### config.mk
export PLATFORM = sky130hd
export DESIGN_NAME = aud_transport_ctrl
export DESIGN_NICKNAME = d
export VERILOG_FILES = /design/src/rtl/aud_transport_ctrl.sv
export SDC_FILE = /design/constraint.sdc
export NUM_CORES = 1
export LEC_CHECK = 0
export CAP_MARGIN = 0
export CORE_ASPECT_RATIO = 1.75
export CORE_MARGIN = 2
export CORE_UTILIZATION = 55
export DETAILED_ROUTE_END_ITERATION = 8
export GPL_TIMING_DRIVEN = 0
export HOLD_SLACK_MARGIN = 0.06
export PLACE_DENSITY = 0.79
export SLEW_MARGIN = 40
export SYNTH_ARGS = -nofsm -noshare
export SYNTH_HDL_FRONTEND = slang
export SYNTH_SLANG_ARGS = --single-unit
### constraint.sdc
create_clock -name i_AUD_BCLK -period 3.3 [get_ports i_AUD_BCLK]
set_input_delay 0.99 -clock i_AUD_BCLK [delete_from_list [all_inputs] [get_ports i_AUD_BCLK]]
set_output_delay 0.99 -clock i_AUD_BCLK [all_outputs]
set_load 0.02 [all_outputs]
### src/rtl/aud_transport_ctrl.sv
// Record/play transport controller: codec-init sequencing, slot-partitioned SRAM addressing, per-slot lengths.
// Build option: define AUD_LOOP_PLAY_EN to loop playback at the recorded end instead of returning to IDLE.
module aud_transport_ctrl #(
    parameter int unsigned ADDR_W      = 20,
    parameter int unsigned SLOT_N      = 4,
    parameter int unsigned SAMPLE_RATE = 32000,
    parameter int unsigned TIME_W      = 6,
    localparam int unsigned SLOT_W     = (SLOT_N > 1) ? $clog2(SLOT_N) : 1
) (
    input  logic              i_AUD_BCLK,
    input  logic              i_rst_n,
    input  logic              i_key_rec,
    input  logic              i_key_play,
    input  logic              i_key_stop,
    input  logic [SLOT_W-1:0] i_slot,
    input  logic              i_i2c_done,
    input  logic              i_lrck,
    output logic [2:0]        o_state,
    output logic              o_i2c_start,
    output logic              o_rec_en,
    output logic              o_play_en,
    output logic              o_stop,
    output logic [ADDR_W-1:0] o_addr,
    output logic [TIME_W-1:0] o_rec_time,
    output logic [TIME_W-1:0] o_play_time,
    output logic              o_full
);
    localparam int unsigned LOG_N = $clog2(SLOT_N);
    localparam int unsigned OFF_W = ADDR_W - LOG_N;
    localparam int unsigned LEN_W = OFF_W + 1;
    localparam int unsigned LEN_N = 1 << SLOT_W;
    localparam int unsigned SUB_W = (SAMPLE_RATE > 1) ? $clog2(SAMPLE_RATE) : 1;
    localparam logic [SUB_W-1:0] SUB_MAX = SUB_W'(SAMPLE_RATE - 1);
    localparam logic [LEN_W-1:0] REG_LEN = LEN_W'(1) << OFF_W;

    localparam logic [2:0] S_INIT   = 3'd0;
    localparam logic [2:0] S_IDLE   = 3'd1;
    localparam logic [2:0] S_RECD   = 3'd2;
    localparam logic [2:0] S_RPAUSE = 3'd3;
    localparam logic [2:0] S_PLAY   = 3'd4;
    localparam logic [2:0] S_PPAUSE = 3'd5;

    logic [2:0]        state, state_n;
    logic [SLOT_W-1:0] slot_q, slot_n;
    logic [OFF_W-1:0]  off, off_n;
    logic [LEN_W-1:0]  len [LEN_N];
    logic [TIME_W-1:0] rec_n, play_n;
    logic [SUB_W-1:0]  sub, sub_n;
    logic              full_n, stop_n;
    logic              lrck_d, lrck_rise;
    logic              len_wr;
    logic [LEN_W-1:0]  len_wd;
    logic              tick_rec, tick_play;
    logic [ADDR_W-1:0] addr_n;

    assign lrck_rise = i_lrck & ~lrck_d;

    // Auto-stop is evaluated before keys so a coincident key is dropped.
    always_comb begin
        state_n   = state;
        slot_n    = slot_q;
        off_n     = off;
        rec_n     = o_rec_time;
        play_n    = o_play_time;
        sub_n     = sub;
        full_n    = o_full;
        len_wr    = 1'b0;
        len_wd    = '0;
        tick_rec  = 1'b0;
        tick_play = 1'b0;
        case (state)
            S_INIT: if (i_i2c_done) state_n = S_IDLE;
            S_IDLE: begin
                if (i_key_stop) begin
                    state_n = S_IDLE;
                end else if (i_key_rec) begin
                    state_n = S_RECD;
                    slot_n  = i_slot;
                    off_n   = '0;
                    rec_n   = '0;
                    sub_n   = '0;
                    full_n  = 1'b0;
                end else if (i_key_play && len[i_slot] != '0) begin
                    state_n = S_PLAY;
                    slot_n  = i_slot;
                    off_n   = '0;
                    play_n  = '0;
                    sub_n   = '0;
                end
            end
            S_RECD, S_RPAUSE: begin
                if (state == S_RECD && lrck_rise && off == '1) begin
                    len_wr   = 1'b1;
                    len_wd   = REG_LEN;
                    full_n   = 1'b1;
                    state_n  = S_IDLE;
                    tick_rec = 1'b1;
                end else if (i_key_stop) begin
                    len_wr  = 1'b1;
                    len_wd  = LEN_W'(off);
                    state_n = S_IDLE;
                end else if (i_key_rec) begin
                    state_n = (state == S_RECD) ? S_RPAUSE : S_RECD;
                end else if (i_key_play) begin
                    len_wr  = 1'b1;
                    len_wd  = LEN_W'(off);
                    state_n = S_PLAY;
                    off_n   = '0;
                    play_n  = '0;
                    sub_n   = '0;
                end else if (state == S_RECD && lrck_rise) begin
                    off_n    = off + 1'b1;
                    tick_rec = 1'b1;
                end
            end
            S_PLAY, S_PPAUSE: begin
                if (state == S_PLAY && lrck_rise && (LEN_W'(off) + LEN_W'(1)) == len[slot_q]) begin
`ifdef AUD_LOOP_PLAY_EN
                    off_n   = '0;
                    play_n  = '0;
                    sub_n   = '0;
`else
                    state_n = S_IDLE;
`endif
                end else if (i_key_stop) begin
                    state_n = S_IDLE;
                end else if (i_key_play) begin
                    state_n = (state == S_PLAY) ? S_PPAUSE : S_PLAY;
                end else if (state == S_PLAY && lrck_rise) begin
                    off_n     = off + 1'b1;
                    tick_play = 1'b1;
                end
            end
            default: state_n = S_INIT;
        endcase

        if (tick_rec || tick_play) begin
            if (sub == SUB_MAX) begin
                sub_n = '0;
                if (tick_rec && o_rec_time != '1)   rec_n  = o_rec_time + 1'b1;
                if (tick_play && o_play_time != '1) play_n = o_play_time + 1'b1;
            end else begin
                sub_n = sub + 1'b1;
            end
        end

        stop_n = (state_n == S_IDLE) && (state != S_IDLE) && (state != S_INIT);
        addr_n = (ADDR_W'(slot_n) << OFF_W) | ADDR_W'(off_n);
    end

    always_ff @(posedge i_AUD_BCLK or negedge i_rst_n) begin
        if (!i_rst_n) begin
            state       <= S_INIT;
            slot_q      <= '0;
            off         <= '0;
            sub         <= '0;
            o_rec_time  <= '0;
            o_play_time <= '0;
            o_full      <= 1'b0;
            o_stop      <= 1'b0;
            o_addr      <= '0;
            lrck_d      <= 1'b0;
            for (int unsigned i = 0; i < LEN_N; i++) len[i] <= '0;
        end else begin
            state       <= state_n;
            slot_q      <= slot_n;
            off         <= off_n;
            sub         <= sub_n;
            o_rec_time  <= rec_n;
            o_play_time <= play_n;
            o_full      <= full_n;
            o_stop      <= stop_n;
            o_addr      <= addr_n;
            lrck_d      <= i_lrck;
            if (len_wr) len[slot_q] <= len_wd;
        end
    end

    assign o_state     = state;
    assign o_i2c_start = (state == S_INIT);
    assign o_rec_en    = (state == S_RECD);
    assign o_play_en   = (state == S_PLAY);
endmodule

* Yosys cells after proc, flatten, opt, wreduce, memory -nomap -nowiden *
Index checks and enable logic that the tools add are counted.

cells by class
  $add $sub $neg = 5
  multiply operators = 0
  divide/modulo/power cells = 0
  order comparisons = 3
  equal/unequal tests = 21
  shifts and indexed selects = 0
  mux-type cells = 92
  bitwise operators = 5
  reduce and logical (&&, ||, !) cells = 20

operators with widths
  operator                                                         count
  18-bit two-way mux                                               15
  15-bit two-way mux                                               9
  19-bit two-way mux                                               7
  6-bit two-way mux                                                16
  19-bit binary-select mux with 2-bit select                       2
  76-bit bitwise mux                                               1
  18-bit one-hot mux with 3 select lines                           1
  19-bit demux with 2-bit select                                   1
  3-bit two-way mux                                                11
  15-bit one-hot mux with 2 select lines                           1
  1-bit two-way mux                                                21
  20-bit by 18-bit bitwise OR with 20-bit output                   1
  18-bit by 1-bit adder with 19-bit output, second input constant  1
  19-bit equality test                                             1
  19-bit nonzero test                                              1
  18-bit by 1-bit adder with 18-bit output, second input constant  1
  18-bit equality test, second input constant                      1
  15-bit by 1-bit adder with 15-bit output, second input constant  1
  15-bit equality test, second input constant                      1
  3-bit != test, second input constant                             5
  6-bit by 1-bit adder with 6-bit output, second input constant    2
  6-bit != test, second input constant                             2
  3-bit one-hot mux with 4 select lines                            1
  6-bit one-hot mux with 2 select lines                            1
  other kinds (21)                                                 42

storage, ports and cells
  register bits = 149
  latch bits = 0
  bits in writable memories = 0
  bits in read-only memories = 0
  input bits = 9
  output and inout port bits = 40
  word-level logic and storage cells = 160
  memories kept = 0

* Depth between registers and ports, before layout *
  depth after elaboration = 13
  depth in mapped cells = 12
  gate-level depth less buffers = 9

* Worst setup path after synthesis *
OpenSTA, ideal clock, no wires.

  path kind = register to register
  start point = register state[1], in the netlist o_state[1]
  end point = register len[60] (netlist name)
  setup time = 132 ps
  arrival = 3015 ps
  data required time = 3168 ps
  path slack = 153 ps
  stages on the path, launching flop included = 11
  buffers on the path = 3
  period minus slack after synthesis = 3147 ps
  cells stage by stage = dfrtp_1 nor3b_1 and2_1 clkbuf_1 nand3_1 a21oi_1 or3b_2 clkbuf_1 clkbuf_1 nand2_1 o21ai_0

between the ends
  word-level cells in the longest chain between the ends = 6
  elaborated cells between the ends (all ways) = 10
  classes of those cells = eq/ne: 2; mux: 5; reduce/logical: 3

RTL lines
  element                                           line  source
  start, declared                                   43    logic [2:0] state, state_n;
  start signal, assigned                            165   state <= state_n;
  3-bit by 2-bit equality test with 1-bit output *  --
  net o_rec_en                                      20    output logic o_rec_en,
  1-bit logical AND (2 in series)                   92    if (state == S_RECD && lrck_rise && off == '1) begin
  19-bit two-way mux                                92
  19-bit two-way mux                                71    case (state)
  76-bit bitwise mux                                175   if (len_wr) len[slot_q] <= len_wd;
  end signal, assigned by index                     175
  end, declared                                     46    logic [LEN_W-1:0] len [LEN_N];

The timed path passes the listed nets; every way through them passes the cells marked *.
A chain may end at the register's enable or synchronous reset.

* Worst setup path after layout *
  start point = input port i_slot[0]
  end point = register off[3]

between the ends
  word-level cells in the longest chain between the ends = 10

RTL lines
  element                                                 line  source
  start, declared                                         15    input logic [SLOT_W-1:0] i_slot,
  2-bit inverter with 3-bit output (implied by the code)  83    end else if (i_key_play && len[i_slot] != '0) begin
  19-bit binary-select mux with 2-bit select              83
  19-bit two-way mux (implied by the code) (2 in series)  83
  19-bit nonzero test                                     83
  1-bit logical AND                                       83
  18-bit two-way mux                                      83
  18-bit two-way mux                                      76    end else if (i_key_rec) begin
  18-bit two-way mux                                      74    if (i_key_stop) begin
  18-bit one-hot mux with 3 select lines                  71
  end signal, assigned                                    167   off <= off_n;
  end, declared                                           45    logic [OFF_W-1:0] off, off_n;

Every way passes these cells. The select of a mux whose other input is x is not followed.

==> impl_results.md <==
- Power, Total: 5.56 mW
- Largest family of logic cells by synthesized area: simple AND/OR/NAND/NOR gates
- Required time of the critical path: 3.62 ns
- Worst Path Class, Setup: primary input to flop
- PwrDens: 559 nW/um2
- Core Footprint: 14000 um2
- Period utilization: 100%
- HPWL after detailed placement: 18100 um
- Die height: 162 um
- Row count: 57
- CP Launch Type: primary input
- Final Setup Violations: 1
- Met3 GRT Util: 8.10%
- DR WL/cell: 23.2 um
- Register bit total from synthesis: 129
- Slowest-stage cell, CP: clkdlybuf4s50_1
- Num ports: 49
- First-pass GRT wire length: 41000 um
- Initial antenna violation count: 1
- Sequential-to-total area share from yosys stat: 41.0%
- Fraction of registers with async set/reset: 100%
- Clock skew: 0.0121 ns
- GR Util met2: 59.8%
- Number of global-route vias before repair: 7809
- Final Hold Fails: 0
- Die X: 94.5 um
- Area growth syn-to-layout: 26.2%
- Synth top area share: 41.0%
- Post-synth EDFFs: 0
- Post-synthesis mux area share: 7.30%
- Global Route Usage Sum: 35.6%
- RePlAce Congestion: 0.992
- Mapped Cells: 871
- Grt met1 use: 37.4%
- Max cap viols: 0
- Initial cell density of the core: 56.4%
- Clk slew on worst S/H paths: 0.06 ns
- Worst relative slew slack: 42.8%
- Setup ws final: -0.0100 ns
- Dominant cells by area after synthesis: dfrtp_1 41%, nand2_1 7.7%, o21ai_0 7.2%
- DR vias/cell: 6.77
- Max stage delay on crit path: 0.53 ns
- Syn_nets: 887
- Critical Path, Cell by Cell: clkdlybuf4s50_1 -> nor4_1 -> nand2_1 -> o221ai_1 -> a21boi_2 -> o21ai_2 -> o21a_1 -> nor2_1 -> o22ai_1
- Clk sinks: 129
- CTS buffer count: 17
- Maximum clock frequency: 0.302 GHz
- Status: finished with violations
- Worst setup EP type: flop
- Pin count of the biggest net entering global routing: 75
- Crit path max fanout: 5
- Max Root-Sink Buffers: 2
- Hold Crit Class: primary input to asynchronous set/reset pin
- GRT busiest layer: met2
- H-tree Lvls: 4
- Vias: 7798
- Final std cells w/o fill: 1152
- Arr. time, crit path: 3.63 ns
- Number of cells after detailed placement: 1098
- Pre-Repair DR Iteration Count: 6
- Worst r2r dst: off[9]
- Main synth FF type: dfrtp_1
- Synth Area in XOR/XNOR: 5.56%
- R2r setup slk: 0.03 ns
- Number of routed nets with antenna violations: 0
- WHS: 0.324 ns
- Max rail drop VDD: 0.504 mV
- Final Max Tran Viols: 0
- Simple-gate share of the synthesized area: 22.6%
- Compound-cell area share of the yosys netlist: 18.5%
- Cell area after placement: 8670 um2
- Die area: 15300 um2
- Reg2reg path depth: 12
- Adder-Cell Fraction of Synth Area: 1.11%
- Cts hold-fix bufs: 0
- Final critical-path required period: 3.31 ns
- Global route overflow: 0
- Ys Warns: 0
- Layout cells sized above 1: 17.6%
- Cell Area, Synth: 7880 um2
- Setup WS pre-CTS: -1.16 ns
- Worst-Margin Slew: 0.850 ns
- Synth unique cells: 77
- Design Area, Final: 9950 um2
- Initial drt markers: 753
- Clk_lat worst skew: 0.43 ns
- Final nets: 978
- Port Buf Inserts: 48
- Final wirelength: 26700 um
- Failing checks: negative setup slack
- Syn Area/Cell: 9.05 um2
- CTS tree: built
- Leak pwr: 4.19 nW
- Diodes inserted: 0
- Clock Tree Root: clkbuf_16
- Yosys top cell by area: dfrtp_1
- DR DRC count: 0
- Critical R2R Launch: slot_q[0]
[power breakdown]
part           internal, mW  switching (mW)  total [mW]
sequential             1.65          0.0833        1.73
clock                  1.43           0.782        2.21
combinational         0.639           0.976        1.61
total                  3.72            1.84        5.56
[critical path, delay by kind of cell]
kind | cells | cell delay (ns)
AO/OA/AOI/OAI | 5 | 1.47
buffers and inverters | 1 | 0.53
AND/OR/NAND/NOR | 3 | 0.64
[stage by stage]
stage	setup TNS, ns	utilization (%)
4_1_cts	0	68.9
6_report	-0.0100	71.2
3_5_place_dp	-96.60	62.0
5_1_grt	-0.766	71.2
3_3_place_gp	-602.04	61.4
2_1_floorplan	0	-
[cell families (layout without fill, tap and decap cells)]
group,after synthesis,count (layout)
compound gates,229,230
fa+ha+maj,7,7
flops,129,129
simple gates,366,366
xor+xnor,38,38
mux,29,29
buf+inv,73,176
[final cells by class]
cell class,instances,area (um2)
Multi-Input combinational cell,670,4700
Fill cell,1027,4030
Timing Repair Buffer,73,743
Clock buffer,18,429
Inverter,18,67.6
Tap cell,177,221
Clock inverter,14,250
Buffer,53,304
Sequential cell,129,3230
[registers in the layout, indices dropped and copies added, names as in the netlist]
register and cells:
o_full 1, len 76, o_stop 1, o_rec_time 6
off 17, lrck_d 1, sub 15, o_play_time 6
o_state 3, slot_q 1, o_addr 2
[worst max-delay path by stage]
stage / startpoint / cells past startpoint / end / slack [ns]
after floorplan: o_state[1] / 10 / len[60] / 0.15
after global placement: i_rst_n / 1 / len[22] / -3.88
after detailed placement: i_lrck / 11 / len[12] / -1.16
after CTS: off[6] / 10 / off[15] / 0.001
after global routing: slot_q[0] / 12 / off[15] / -0.08
final: i_slot[0] / 9 / off[3] / -0.01
[placed cells by master, fill, tap and decap left out, drive strengths merged, types with 5 or more instances in the layout]
| master | Yosys | layout |
|---|---|---|
| clkbuf | 35 | 56 |
| nor2b | 14 | 14 |
| xor2 | 9 | 9 |
| bufinv | 0 | 6 |
| clkdlybuf4s50 | 0 | 47 |
| mux2 | 5 | 5 |
| o211ai | 15 | 15 |
| mux2i | 5 | 5 |
| mux4 | 19 | 19 |
| buf | 20 | 41 |
| o221ai | 18 | 18 |
| dfrtp | 129 | 129 |
| nor4 | 27 | 27 |
| nand2b | 7 | 7 |
| xnor3 | 6 | 6 |
| nor3 | 10 | 10 |
| a21oi | 25 | 26 |
| a211oi | 6 | 6 |
| nand2 | 162 | 162 |
| inv | 18 | 22 |
| xnor2 | 22 | 22 |
| nor2 | 47 | 47 |
| a31oi | 6 | 6 |
| nand4 | 8 | 8 |
| or3 | 6 | 6 |
| o21ai | 117 | 117 |
| nand3 | 39 | 39 |
| ha | 7 | 7 |
| and3 | 14 | 14 |
| and2 | 13 | 13 |
[synth_stat cells, drive strengths merged, types with 3 or more instances]
master     n
xnor3      6
o221ai    18
or3        6
a21oi     25
buf       20
nand3     39
nand2b     7
xor2       9
inv       18
nor3b      4
o21ai    117
mux2i      5
mux4      19
o31ai      4
o2bb2ai    4
nor2      47
nor2b     14
clkbuf    35
and2      13
a311oi     3
o21a       4
nor4      27
a221o      4
xnor2     22
nand2    162
nor3      10
mux2       5
and3      14
a211oi     6
a31oi      6
or4        4
dfrtp    129
o211ai    15
ha         7
nand4      8
[routing by layer]
metal / share of wire (%) / wire length (um)
met1: 33 / 8830
met2: 50 / 13500
met3: 7.3 / 1960
met4: 9.3 / 2490
met5: 0 / 0
[repair_timing]
item	CTS	global route
setup endpoints to repair	124	121
pin swaps	10	15
buffers inserted	13	9
resized for setup	38	77
cloned	1	1
(Power assumes the default switching activity.)
